[config.mk]
export PLATFORM = sky130hd
export DESIGN_NAME = mem_port_arbiter
export DESIGN_NICKNAME = d
export VERILOG_FILES = /design/src/rtl/mem_port_arbiter.sv
export SDC_FILE = /design/constraint.sdc
export NUM_CORES = 1
export LEC_CHECK = 0
export ABC_AREA = 1
export BUFFER_PORTS_ARGS = -buffer_cell sky130_fd_sc_hd__buf_2
export CAP_MARGIN = 10
export CORE_AREA = 2 2 123 125
export CTS_BUF_LIST = sky130_fd_sc_hd__clkbuf_4
export DETAILED_ROUTE_END_ITERATION = 8
export DIE_AREA = 0 0 125 127
export PLACE_DENSITY = 0.75
export SLEW_MARGIN = 20
export SYNTH_ARGS = -nofsm -noshare
export SYNTH_HDL_FRONTEND = slang
export SYNTH_SLANG_ARGS = --single-unit
[constraint.sdc]
create_clock -name clk -period 2.3 [get_ports clk]
set_input_delay 0.345 -clock clk [delete_from_list [all_inputs] [get_ports clk]]
set_output_delay 0.345 -clock clk [all_outputs]
set_load 0.01 [all_outputs]
[src/rtl/mem_port_arbiter.sv]
// Shares one memory port between instruction fetch and load/store, with
// request/ack sequencing, timeout recovery, branch-flush discard and stalls.
module mem_port_arbiter #(
  parameter int TIMEOUT = 255
) (
  input  logic        clk,
  input  logic        reset,
  input  logic        if_req,
  input  logic [31:0] if_addr,
  input  logic        if_flush,
  output logic [31:0] if_rdata,
  output logic        if_valid,
  input  logic        mem_req,
  input  logic        mem_rw,
  input  logic [1:0]  mem_size,
  input  logic [31:0] mem_addr,
  input  logic [31:0] mem_wdata,
  output logic [31:0] mem_rdata,
  output logic        mem_done,
  output logic        stall_if,
  output logic        stall_mem,
  output logic        port_req,
  output logic        port_rw,
  output logic [1:0]  port_size,
  output logic [31:0] port_addr,
  output logic [31:0] port_wdata,
  input  logic        port_ack,
  input  logic [31:0] port_rdata,
  output logic        timeout_err
);

  typedef enum logic [1:0] {IDLE, BUSY_IF, BUSY_MEM, RESP} state_t;

  localparam logic [7:0] TIMEOUT_CNT = 8'(TIMEOUT);

  state_t      state_q;
  logic        owner_mem_q;
  logic        flushed_q;
  logic        resp_if_q;
  logic        resp_mem_q;
  logic        timeout_q;
  logic        port_req_q;
  logic        port_rw_q;
  logic [1:0]  port_size_q;
  logic [7:0]  wait_q;
  logic [7:0]  wait_d;
  logic [31:0] port_addr_q;
  logic [31:0] port_wdata_q;
  logic [31:0] if_rdata_q;
  logic [31:0] mem_rdata_q;
  logic        expire;
  logic [31:0] resp_data;

  assign wait_d    = wait_q + 8'd1;
  // A cycle with ack always wins over an expiring counter.
  assign expire    = ~port_ack & (wait_d == TIMEOUT_CNT);
  assign resp_data = port_ack ? port_rdata : 32'h0;

  always_ff @(posedge clk) begin
    if (reset) begin
      state_q      <= IDLE;
      owner_mem_q  <= 1'b0;
      flushed_q    <= 1'b0;
      resp_if_q    <= 1'b0;
      resp_mem_q   <= 1'b0;
      timeout_q    <= 1'b0;
      port_req_q   <= 1'b0;
      port_rw_q    <= 1'b0;
      port_size_q  <= 2'b00;
      wait_q       <= 8'd0;
      port_addr_q  <= 32'h0;
      port_wdata_q <= 32'h0;
      if_rdata_q   <= 32'h0;
      mem_rdata_q  <= 32'h0;
    end else begin
      resp_if_q  <= 1'b0;
      resp_mem_q <= 1'b0;
      case (state_q)
        IDLE: begin
          wait_q <= 8'd0;
          if (mem_req) begin
            state_q      <= BUSY_MEM;
            owner_mem_q  <= 1'b1;
            port_req_q   <= 1'b1;
            port_rw_q    <= mem_rw;
            port_size_q  <= mem_size;
            port_addr_q  <= mem_addr;
            port_wdata_q <= mem_wdata;
          end else if (if_req && !if_flush) begin
            state_q      <= BUSY_IF;
            owner_mem_q  <= 1'b0;
            port_req_q   <= 1'b1;
            port_rw_q    <= 1'b0;
            port_size_q  <= 2'b10;
            port_addr_q  <= if_addr;
            port_wdata_q <= 32'h0;
          end
        end
        BUSY_IF, BUSY_MEM: begin
          // A fetch cannot be aborted on the port, only its result dropped.
          if (state_q == BUSY_IF && if_flush) flushed_q <= 1'b1;
          if (port_ack || expire) begin
            state_q    <= RESP;
            port_req_q <= 1'b0;
            if (!port_ack) timeout_q <= 1'b1;
            if (owner_mem_q) begin
              mem_rdata_q <= resp_data;
              resp_mem_q  <= 1'b1;
            end else begin
              if_rdata_q <= resp_data;
              resp_if_q  <= 1'b1;
            end
          end else begin
            wait_q <= wait_d;
          end
        end
        RESP: begin
          state_q   <= IDLE;
          flushed_q <= 1'b0;
        end
        default: state_q <= IDLE;
      endcase
    end
  end

  assign port_req    = port_req_q;
  assign port_rw     = port_rw_q;
  assign port_size   = port_size_q;
  assign port_addr   = port_addr_q;
  assign port_wdata  = port_wdata_q;
  assign mem_rdata   = mem_rdata_q;
  assign if_rdata    = if_rdata_q;
  assign timeout_err = timeout_q;
  assign mem_done    = resp_mem_q;
  assign if_valid    = resp_if_q & ~flushed_q & ~if_flush;
  assign stall_mem   = mem_req & ~mem_done;
  assign stall_if    = stall_mem | (if_req & ~if_valid & ~if_flush);

endmodule

==> impl_metrics.xml, run 1 <==
<?xml version="1.0" encoding="UTF-8"?>
<metrics>
  <group name="outcome">
    <metric name="status" unit="">finished, final reports clean</metric>
  </group>
  <group name="sta">
    <metric name="finalHoldViolCount" unit="">0</metric>
    <metric name="worstMarginPinSlew" unit="ns">0.494</metric>
    <metric name="max-slew-margin-rel" unit="">0.670</metric>
    <metric name="hold-worst-slack" unit="ns">0.0467</metric>
    <metric name="final-setup-viol-count" unit="">0</metric>
    <metric name="rsz_0062_raised_after_global_routing" unit="">no</metric>
    <metric name="fin_skew" unit="ns">0.0167</metric>
    <metric name="fin_ws" unit="ns">0.252</metric>
    <metric name="timing.final.crit_share" unit="">0.890</metric>
    <metric name="fmax" unit="GHz">0.488</metric>
    <metric name="finalSetupTns" unit="ns">0</metric>
    <metric name="crit_path_time_final" unit="ns">2.05</metric>
    <metric name="final-max-slew-violation-count" unit="">0</metric>
  </group>
  <group name="yosys">
    <metric name="synthDistinctLibCells" unit="">28</metric>
    <metric name="postSynthNetCount" unit="">1099</metric>
    <metric name="area_of_the_mapped_netlist" unit="sq mm">0.00641</metric>
    <metric name="netlist.area_leader.share" unit="">0.459</metric>
    <metric name="synth_warnings" unit="">0</metric>
    <metric name="synth_area_leaders" unit="">sky130_fd_sc_hd__dfxtp_1 46%, sky130_fd_sc_hd__nand2_1 19%, sky130_fd_sc_hd__nor2_1 7.1%</metric>
    <metric name="syn-mean-instance-area" unit="sq um">6.70</metric>
    <metric name="synth.ff_latch_count" unit="">147</metric>
    <metric name="gate_count_post_synth" unit="">957</metric>
    <metric name="synth_area_leader_cell" unit="">sky130_fd_sc_hd__dfxtp_1</metric>
    <metric name="seq_area_frac_synth" unit="">0.459</metric>
  </group>
  <group name="route">
    <metric name="detail_route.first_pass.iterations" unit="">5</metric>
    <metric name="detail_route.wl_per_cell" unit="microns">13.0</metric>
    <metric name="route.vias.total" unit="">6763</metric>
    <metric name="drtIter0Drc" unit="">343</metric>
    <metric name="detail-route-antenna-nets" unit="">0</metric>
    <metric name="post_detailed_route_drc_marker_count" unit="">0</metric>
    <metric name="drt-vias-per-instance" unit="">4.73</metric>
    <metric name="route.final.wire_length" unit="mm">18.6</metric>
  </group>
  <group name="floorplan">
    <metric name="die_ht" unit="microns">127</metric>
    <metric name="floorplan.die_area" unit="sq mm">0.0159</metric>
    <metric name="fp.dieW" unit="microns">125</metric>
    <metric name="core_area" unit="sq mm">0.0144</metric>
    <metric name="ios" unit="">274</metric>
    <metric name="num_rows" unit="">44</metric>
    <metric name="initial_core_utilization" unit="">0.445</metric>
  </group>
  <group name="clocking">
    <metric name="cts_tree" unit="">yes</metric>
    <metric name="clk_root_buffer_cell" unit="">sky130_fd_sc_hd__clkbuf_4</metric>
    <metric name="cts_sinks" unit="">147</metric>
    <metric name="ctsHtreeMaxLevel" unit="">4</metric>
    <metric name="cts_max_path_buffers" unit="">2</metric>
    <metric name="path_clk_slew" unit="ns">0.13</metric>
    <metric name="clk_latency" unit="ns">0.54</metric>
    <metric name="total_clock_buffers_created_by_cts" unit="">17</metric>
    <metric name="postCtsSetupRepairBufs" unit="">0</metric>
  </group>
  <group name="pwr">
    <metric name="max-vdd-ir-drop" unit="mV">0.443</metric>
    <metric name="power.density_cell_area" unit="mW/mm^2">897</metric>
    <metric name="power.leakage" unit="nW">4.62</metric>
  </group>
  <group name="place">
    <metric name="dpl_worst_slack" unit="ns">0.164</metric>
    <metric name="place.port_buffers" unit="">273</metric>
    <metric name="finalWeightedCongestion" unit="">0.839</metric>
    <metric name="post-place-cells" unit="">1376</metric>
    <metric name="hpwl" unit="mm">13.2</metric>
  </group>
  <group name="grt">
    <metric name="grt_antenna_before_repair" unit="">2</metric>
    <metric name="grt-ovfl-total" unit="">0</metric>
    <metric name="global_route.usage.total" unit="">0.228</metric>
    <metric name="maximum_number_of_pins_on_one_net_before_global_route_repair" unit="">66</metric>
    <metric name="grt_pass1_wl" unit="mm">29.2</metric>
    <metric name="vias_in_the_first_global_route" unit="">6043</metric>
  </group>
  <group name="flow_run">
    <metric name="drv_cap" unit="">0</metric>
  </group>
  <group name="cells_and_area">
    <metric name="share_of_cells_above_drive_strength_1" unit="">0.273</metric>
    <metric name="stdcell_count" unit="">1430</metric>
    <metric name="finish.utilization" unit="">0.586</metric>
    <metric name="nNetsFinal" unit="">1373</metric>
    <metric name="area_delta_synth_final" unit="%">31.7</metric>
    <metric name="final.fill_count" unit="">1385</metric>
  </group>
  <group name="worst_setup_path">
    <metric name="timing.critical_path.required" unit="ns">2.74</metric>
    <metric name="cp.arrival" unit="ns">2.49</metric>
    <metric name="most_common_cell_on_crit_path" unit="">sky130_fd_sc_hd__nand2_1</metric>
    <metric name="critical_path.slowest_cell" unit="">sky130_fd_sc_hd__dfxtp_1</metric>
    <metric name="regToRegSetupSlack" unit="ns">0.25</metric>
    <metric name="timing.critical_path.to" unit="">if_rdata[24]</metric>
    <metric name="r2r_end" unit="">if_rdata[24]</metric>
    <metric name="element_type_at_the_critical_path_end" unit="">flop</metric>
    <metric name="cpPeakStageDelay" unit="ns">0.41</metric>
    <metric name="cp-startpoint" unit="">wait_q[0]</metric>
    <metric name="worstPathCellList" unit="">ha_1 &gt; nand3_1 &gt; nor2_1 &gt; nand2_1 &gt; nand2_1 &gt; nor2_2 &gt; nand2_2 &gt; nand2_4 &gt; nand3_4 &gt; buf_6 &gt; nand2_1 &gt; nand2_1 &gt; nor2_1</metric>
    <metric name="r2r_cells" unit="">13</metric>
    <metric name="cp.buffers_inverters" unit="">1</metric>
    <metric name="crit_family" unit="">simple AND/OR/NAND/NOR gates</metric>
    <metric name="criticalPathCategory" unit="">flop to flop</metric>
    <metric name="critical_path.startpoint_type" unit="">flop</metric>
    <metric name="critical_path.reg2reg.startpoint" unit="">wait_q[0]</metric>
    <metric name="worstSetupPathDepth" unit="">13</metric>
    <metric name="worst-path-max-fanout" unit="">52</metric>
  </group>
  <group name="min_path">
    <metric name="min_path_type" unit="">input port to flop</metric>
  </group>
</metrics>
-- registers in the layout (all words and copies together), names as in the netlist, 2 cells and up --
name	count
mem_rdata	32
if_rdata	32
wait_q	8
state_q	2
port_size	2
port_wdata	32
port_addr	32
-- cells by family (layout without fill, tap and decap cells) --
group	Yosys count	after routing	synth area share
flops	147	147	0.459
buf+inv	187	473	0.115
xor+xnor	1	1	0.00137
compound gates	123	123	0.106
fa+ha+maj	5	5	0.00976
other cells	0	2	0
simple gates	494	495	0.308
-- per-layer routing --
| metal | vias to the layer above | wire [microns] | part of all wire | GRT usage |
|---|---|---|---|---|
| li1 | 3505 | - | - | - |
| met4 | 0 | 649 | 0.035 | 0.107 |
| met1 | 2995 | 7750 | 0.42 | 0.268 |
| met3 | 35 | 1090 | 0.059 | 0.0574 |
| met2 | 228 | 9140 | 0.49 | 0.392 |
| met5 | - | 0 | 0 | 0 |
-- cell usage after synthesis (all sizes together) --
master / count
clkinv: 3
o22ai: 1
nand2: 329
nand4: 26
nand3: 13
ha: 5
o21bai: 3
dfxtp: 147
nor3: 2
clkbuf: 39
a31oi: 32
o21a: 3
a22oi: 1
xnor2: 1
o221a: 1
o21ai: 38
buf: 20
a21oi: 44
inv: 125
or2: 1
nor2: 123
-- layout by cell type (no fill, tap or decap), drive strengths merged --
cell type	n
nand3	14
a31oi	32
o221a	1
nand2	329
clkinv	11
dfxtp	147
diode	2
bufinv	2
o21bai	3
o22ai	1
ha	5
buf	294
dlygate4sd3	19
xnor2	1
clkbuf	18
o21ai	38
nor3	2
clkinvlp	1
a21oi	44
o21a	3
a22oi	1
nand4	26
or2	1
nor2	123
inv	128
-- worst min-delay path by stage --
stage / startpoint / end / slack (ns) / cells past startpoint
after floorplan: state_q[1] / state_q[1] / 0.46 / 2
after global placement: port_wdata[5] / port_wdata[5] / 0.45 / 2
after detailed placement: port_wdata[8] / port_wdata[8] / 0.45 / 2
after CTS: if_addr[1] / port_addr[1] / 0.0003 / 3
after global routing: mem_wdata[24] / port_wdata[24] / 0.0009 / 3
final: if_addr[2] / port_addr[2] / 0.05 / 3
-- metrics by stage --
stage / cell area (sq um) / power [W]
2_1_floorplan: 6410 / 0.00501
3_3_place_gp: 7970 / 0.00594
3_5_place_dp: 7970 / 0.00599
4_1_cts: 8420 / 0.00762
5_1_grt: 8450 / 0.00813
6_report: 8450 / 0.00758
-- tightest hold or removal path, cell delays in order --
cell and delay (ns):
sky130_fd_sc_hd__buf_2 0.09, sky130_fd_sc_hd__nand2_1 0.05, sky130_fd_sc_hd__a31oi_1 0.07
-- final cells by class --
type                    instances  area [sq um]  area share
clock buffers                  18           135      0.0160
multi-input cells             624          2750       0.326
well taps                     184           230      0.0273
flip-flops and latches        147          2940       0.348
inverters                     128           480      0.0569
repair buffers                313          1770       0.209
clock inverters                14           135      0.0160
diodes                          2          5.00    0.000592
-- what timing repair did --
action | in CTS | in global routing
gates resized for setup | 0 | 1
endpoints found under the setup margin | 0 | 51
hold buffers | 18 | 1
endpoints found under the hold margin | 18 | 1
-- power by group --
part	switching [W]	total [W]	internal [W]
Combinational	0.00168	0.00269	0.00101
Clock	0.000945	0.00160	0.000651
Sequential	0.000256	0.00329	0.00303
Power figures use the tool's default switching activity.
==> inputs of run 2 (changes only) <==
--- a/config.mk
+++ b/config.mk
@@ -6,13 +6,15 @@
 export NUM_CORES = 1
 export LEC_CHECK = 0
 export ABC_AREA = 1
-export BUFFER_PORTS_ARGS = -buffer_cell sky130_fd_sc_hd__buf_2
+export BUFFER_PORTS_ARGS = -buffer_cell sky130_fd_sc_hd__buf_4
 export CAP_MARGIN = 10
-export CORE_AREA = 2 2 123 125
+export CELL_PAD_IN_SITES_DETAIL_PLACEMENT = 1
+export CELL_PAD_IN_SITES_GLOBAL_PLACEMENT = 1
+export CORE_AREA = 2 2 143 145
 export CTS_BUF_LIST = sky130_fd_sc_hd__clkbuf_4
 export DETAILED_ROUTE_END_ITERATION = 8
-export DIE_AREA = 0 0 125 127
-export PLACE_DENSITY = 0.75
+export DIE_AREA = 0 0 145 147
+export PLACE_DENSITY_LB_ADDON = 0.1
 export SLEW_MARGIN = 20
 export SYNTH_ARGS = -nofsm -noshare
 export SYNTH_HDL_FRONTEND = slang
==> constraint.sdc (replaced) <==
create_clock -name clk -period 2.3 [get_ports clk]
set_input_delay 0.69 -clock clk [delete_from_list [all_inputs] [get_ports clk]]
set_output_delay 0.69 -clock clk [all_outputs]
set_load 0.01 [all_outputs]
==> impl_metrics.xml, run 2 (synthesis results as in run 1) <==
<?xml version="1.0" encoding="UTF-8"?>
<metrics>
  <group name="outcome">
    <metric name="status" unit="">finished, final reports clean</metric>
  </group>
  <group name="cells_and_area">
    <metric name="regArea" unit="sq mm">0.00295</metric>
    <metric name="share_of_cells_above_drive_strength_1" unit="">0.282</metric>
    <metric name="final.fill_count" unit="">2605</metric>
    <metric name="finish.utilization" unit="">0.460</metric>
    <metric name="multi_input_comb_area" unit="sq mm">0.00275</metric>
    <metric name="area_delta_synth_final" unit="%">42.4</metric>
    <metric name="mostFrequentLayoutCell" unit="">sky130_fd_sc_hd__nand2_1</metric>
    <metric name="stdcell_count" unit="">1496</metric>
    <metric name="layout_common_cells" unit="">326 x sky130_fd_sc_hd__nand2_1, 289 x sky130_fd_sc_hd__buf_4, 143 x sky130_fd_sc_hd__dfxtp_1</metric>
    <metric name="nNetsFinal" unit="">1355</metric>
  </group>
  <group name="sta">
    <metric name="worstMarginPinSlew" unit="ns">0.505</metric>
    <metric name="final-max-slew-violation-count" unit="">0</metric>
    <metric name="finalSetupTns" unit="ns">0</metric>
    <metric name="crit_path_time_final" unit="ns">2.06</metric>
    <metric name="fin_skew" unit="ns">0.0230</metric>
    <metric name="rsz_0062_raised_after_global_routing" unit="">no</metric>
    <metric name="finalHoldViolCount" unit="">0</metric>
    <metric name="max-slew-margin-rel" unit="">0.663</metric>
    <metric name="timing.final.crit_share" unit="">0.896</metric>
    <metric name="final-setup-viol-count" unit="">0</metric>
    <metric name="fmax" unit="GHz">0.485</metric>
  </group>
  <group name="pwr">
    <metric name="max-vdd-ir-drop" unit="mV">0.360</metric>
    <metric name="power.leakage" unit="nW">4.70</metric>
    <metric name="power.density_cell_area" unit="mW/mm^2">891</metric>
  </group>
  <group name="worst_setup_path">
    <metric name="critical_path.startpoint_type" unit="">input port</metric>
    <metric name="timing.critical_path.required" unit="ns">1.61</metric>
    <metric name="element_type_at_the_critical_path_end" unit="">output pin</metric>
    <metric name="r2r_end" unit="">if_rdata[30]</metric>
    <metric name="r2r_cells" unit="">11</metric>
    <metric name="cp.arrival" unit="ns">1.37</metric>
    <metric name="regToRegSetupSlack" unit="ns">0.26</metric>
    <metric name="worst-path-max-fanout" unit="">7</metric>
    <metric name="criticalPathCategory" unit="">input port to output pin</metric>
    <metric name="critical_path.reg2reg.startpoint" unit="">wait_q[0]</metric>
  </group>
  <group name="grt">
    <metric name="vias_in_the_first_global_route" unit="">6996</metric>
    <metric name="global_route.usage.total" unit="">0.206</metric>
    <metric name="grt_pass1_wl" unit="mm">35.6</metric>
    <metric name="maximum_number_of_pins_on_one_net_before_global_route_repair" unit="">60</metric>
    <metric name="grt-ovfl-total" unit="">0</metric>
    <metric name="grt_antenna_before_repair" unit="">1</metric>
  </group>
  <group name="min_path">
    <metric name="min_path_type" unit="">input port to flop</metric>
    <metric name="hold-path-cell-count" unit="">3</metric>
    <metric name="hold_path_startpoint" unit="">mem_wdata[5]</metric>
    <metric name="timing.hold.worst_endpoint" unit="">port_wdata[5]</metric>
  </group>
  <group name="clocking">
    <metric name="ctsHtreeMaxLevel" unit="">4</metric>
    <metric name="cts_sinks" unit="">147</metric>
    <metric name="total_clock_buffers_created_by_cts" unit="">17</metric>
    <metric name="clk_root_buffer_cell" unit="">sky130_fd_sc_hd__clkbuf_4</metric>
    <metric name="cts_tree" unit="">yes</metric>
    <metric name="clk_latency" unit="ns">0.54</metric>
    <metric name="path_clk_slew" unit="ns">0.13</metric>
    <metric name="cts_max_path_buffers" unit="">2</metric>
  </group>
  <group name="route">
    <metric name="route.final.wire_length" unit="mm">22.0</metric>
    <metric name="detail-route-antenna-nets" unit="">0</metric>
    <metric name="drtIter0Drc" unit="">165</metric>
    <metric name="detail_route.wl_per_cell" unit="microns">14.7</metric>
    <metric name="post_detailed_route_drc_marker_count" unit="">0</metric>
    <metric name="drt-vias-per-instance" unit="">4.53</metric>
    <metric name="detail_route.first_pass.iterations" unit="">4</metric>
    <metric name="route.vias.total" unit="">6781</metric>
  </group>
  <group name="floorplan">
    <metric name="fp.dieW" unit="microns">145</metric>
    <metric name="core_area" unit="sq mm">0.0198</metric>
    <metric name="die_ht" unit="microns">147</metric>
    <metric name="num_rows" unit="">52</metric>
    <metric name="initial_core_utilization" unit="">0.323</metric>
    <metric name="floorplan.die_area" unit="sq mm">0.0213</metric>
    <metric name="ios" unit="">274</metric>
  </group>
  <group name="place">
    <metric name="post-place-cells" unit="">1459</metric>
    <metric name="hpwl" unit="mm">15.7</metric>
    <metric name="finalWeightedCongestion" unit="">0.781</metric>
    <metric name="place.port_buffers" unit="">273</metric>
  </group>
  <group name="flow_run">
    <metric name="drv_cap" unit="">0</metric>
  </group>
</metrics>
==> run 2: cell count changes in the layout (fill, tap and decap cells not counted), sizes merged <==
cell	before	now
dlygate4sd3	19	0
clkinv	11	9
clkinvlp	1	3
inv	128	126
buf	294	295
bufinv	2	3
clkbuf	18	19
diode	2	1
nand3	14	13
==> run 2: power breakdown <==
group	internal, W	leakage, nW	switching, W	total, W
Clock	0.000759	0.152	0.000961	0.00172
Combinational	0.00133	3.35	0.00176	0.00309
Sequential	0.00304	1.21	0.000287	0.00332
==> run 2: layout make-up <==
cell class / instances / share of cell area
Antenna cell: 1 / 0.000274
Clock buffer: 18 / 0.0148
Clock inverter: 13 / 0.0177
Inverter: 128 / 0.0526
Multi-Input combinational cell: 623 / 0.301
Sequential cell: 147 / 0.323
Tap cell: 270 / 0.0370
Timing Repair Buffer: 296 / 0.253
==> run 2: worst max-delay path, cell delays in order <==
cell and delay (ns):
sky130_fd_sc_hd__buf_4 0.08, sky130_fd_sc_hd__clkinv_1 0.21, sky130_fd_sc_hd__o22ai_1 0.24, sky130_fd_sc_hd__buf_4 0.15
==> run 2: layer usage <==
metal  routed length (microns)  share of wire  global-route usage  up-vias
li1                          -              -                   -     3454
met1                      9130           0.42               0.238     3103
met2                     10500           0.48               0.352      196
met3                      1910          0.087              0.0839       28
met4                       480          0.022              0.0629        0
met5                         0              0                   0        -
==> run 2: worst max path at each step <==
stage                          from       endpoint  slack (ns)  cells past startpoint
after CTS                 wait_q[0]   if_rdata[27]        0.11                     12
after global placement      mem_req       stall_if        0.21                      4
after floorplan             mem_req       stall_if        0.13                      4
after detailed placement  wait_q[0]      wait_q[4]        0.13                     10
final                       mem_req       stall_if        0.24                      4
after global routing      wait_q[0]  mem_rdata[22]        0.06                     12
==> run 2: per-stage QoR <==
| stage | total power, W | hold slack [ns] | setup WS, ns | area [sq um] |
|---|---|---|---|---|
| 2_1_floorplan | 0.00501 | 0.456 | 0.131 | 6410 |
| 3_3_place_gp | 0.00638 | 0.449 | 0.209 | 8760 |
| 3_5_place_dp | 0.00645 | 0.454 | 0.128 | 8760 |
| 4_1_cts | 0.00822 | 0.327 | 0.109 | 9060 |
| 5_1_grt | 0.00878 | 0.321 | 0.0628 | 9130 |
| 6_report | 0.00814 | 0.392 | 0.240 | 9130 |
==> run 2: what timing repair did <==
action | CTS | global route
setup endpoints to repair | 0 | 51
hold buffers | 0 | 0
setup buffers | 0 | 4
gates resized for setup | 0 | 6
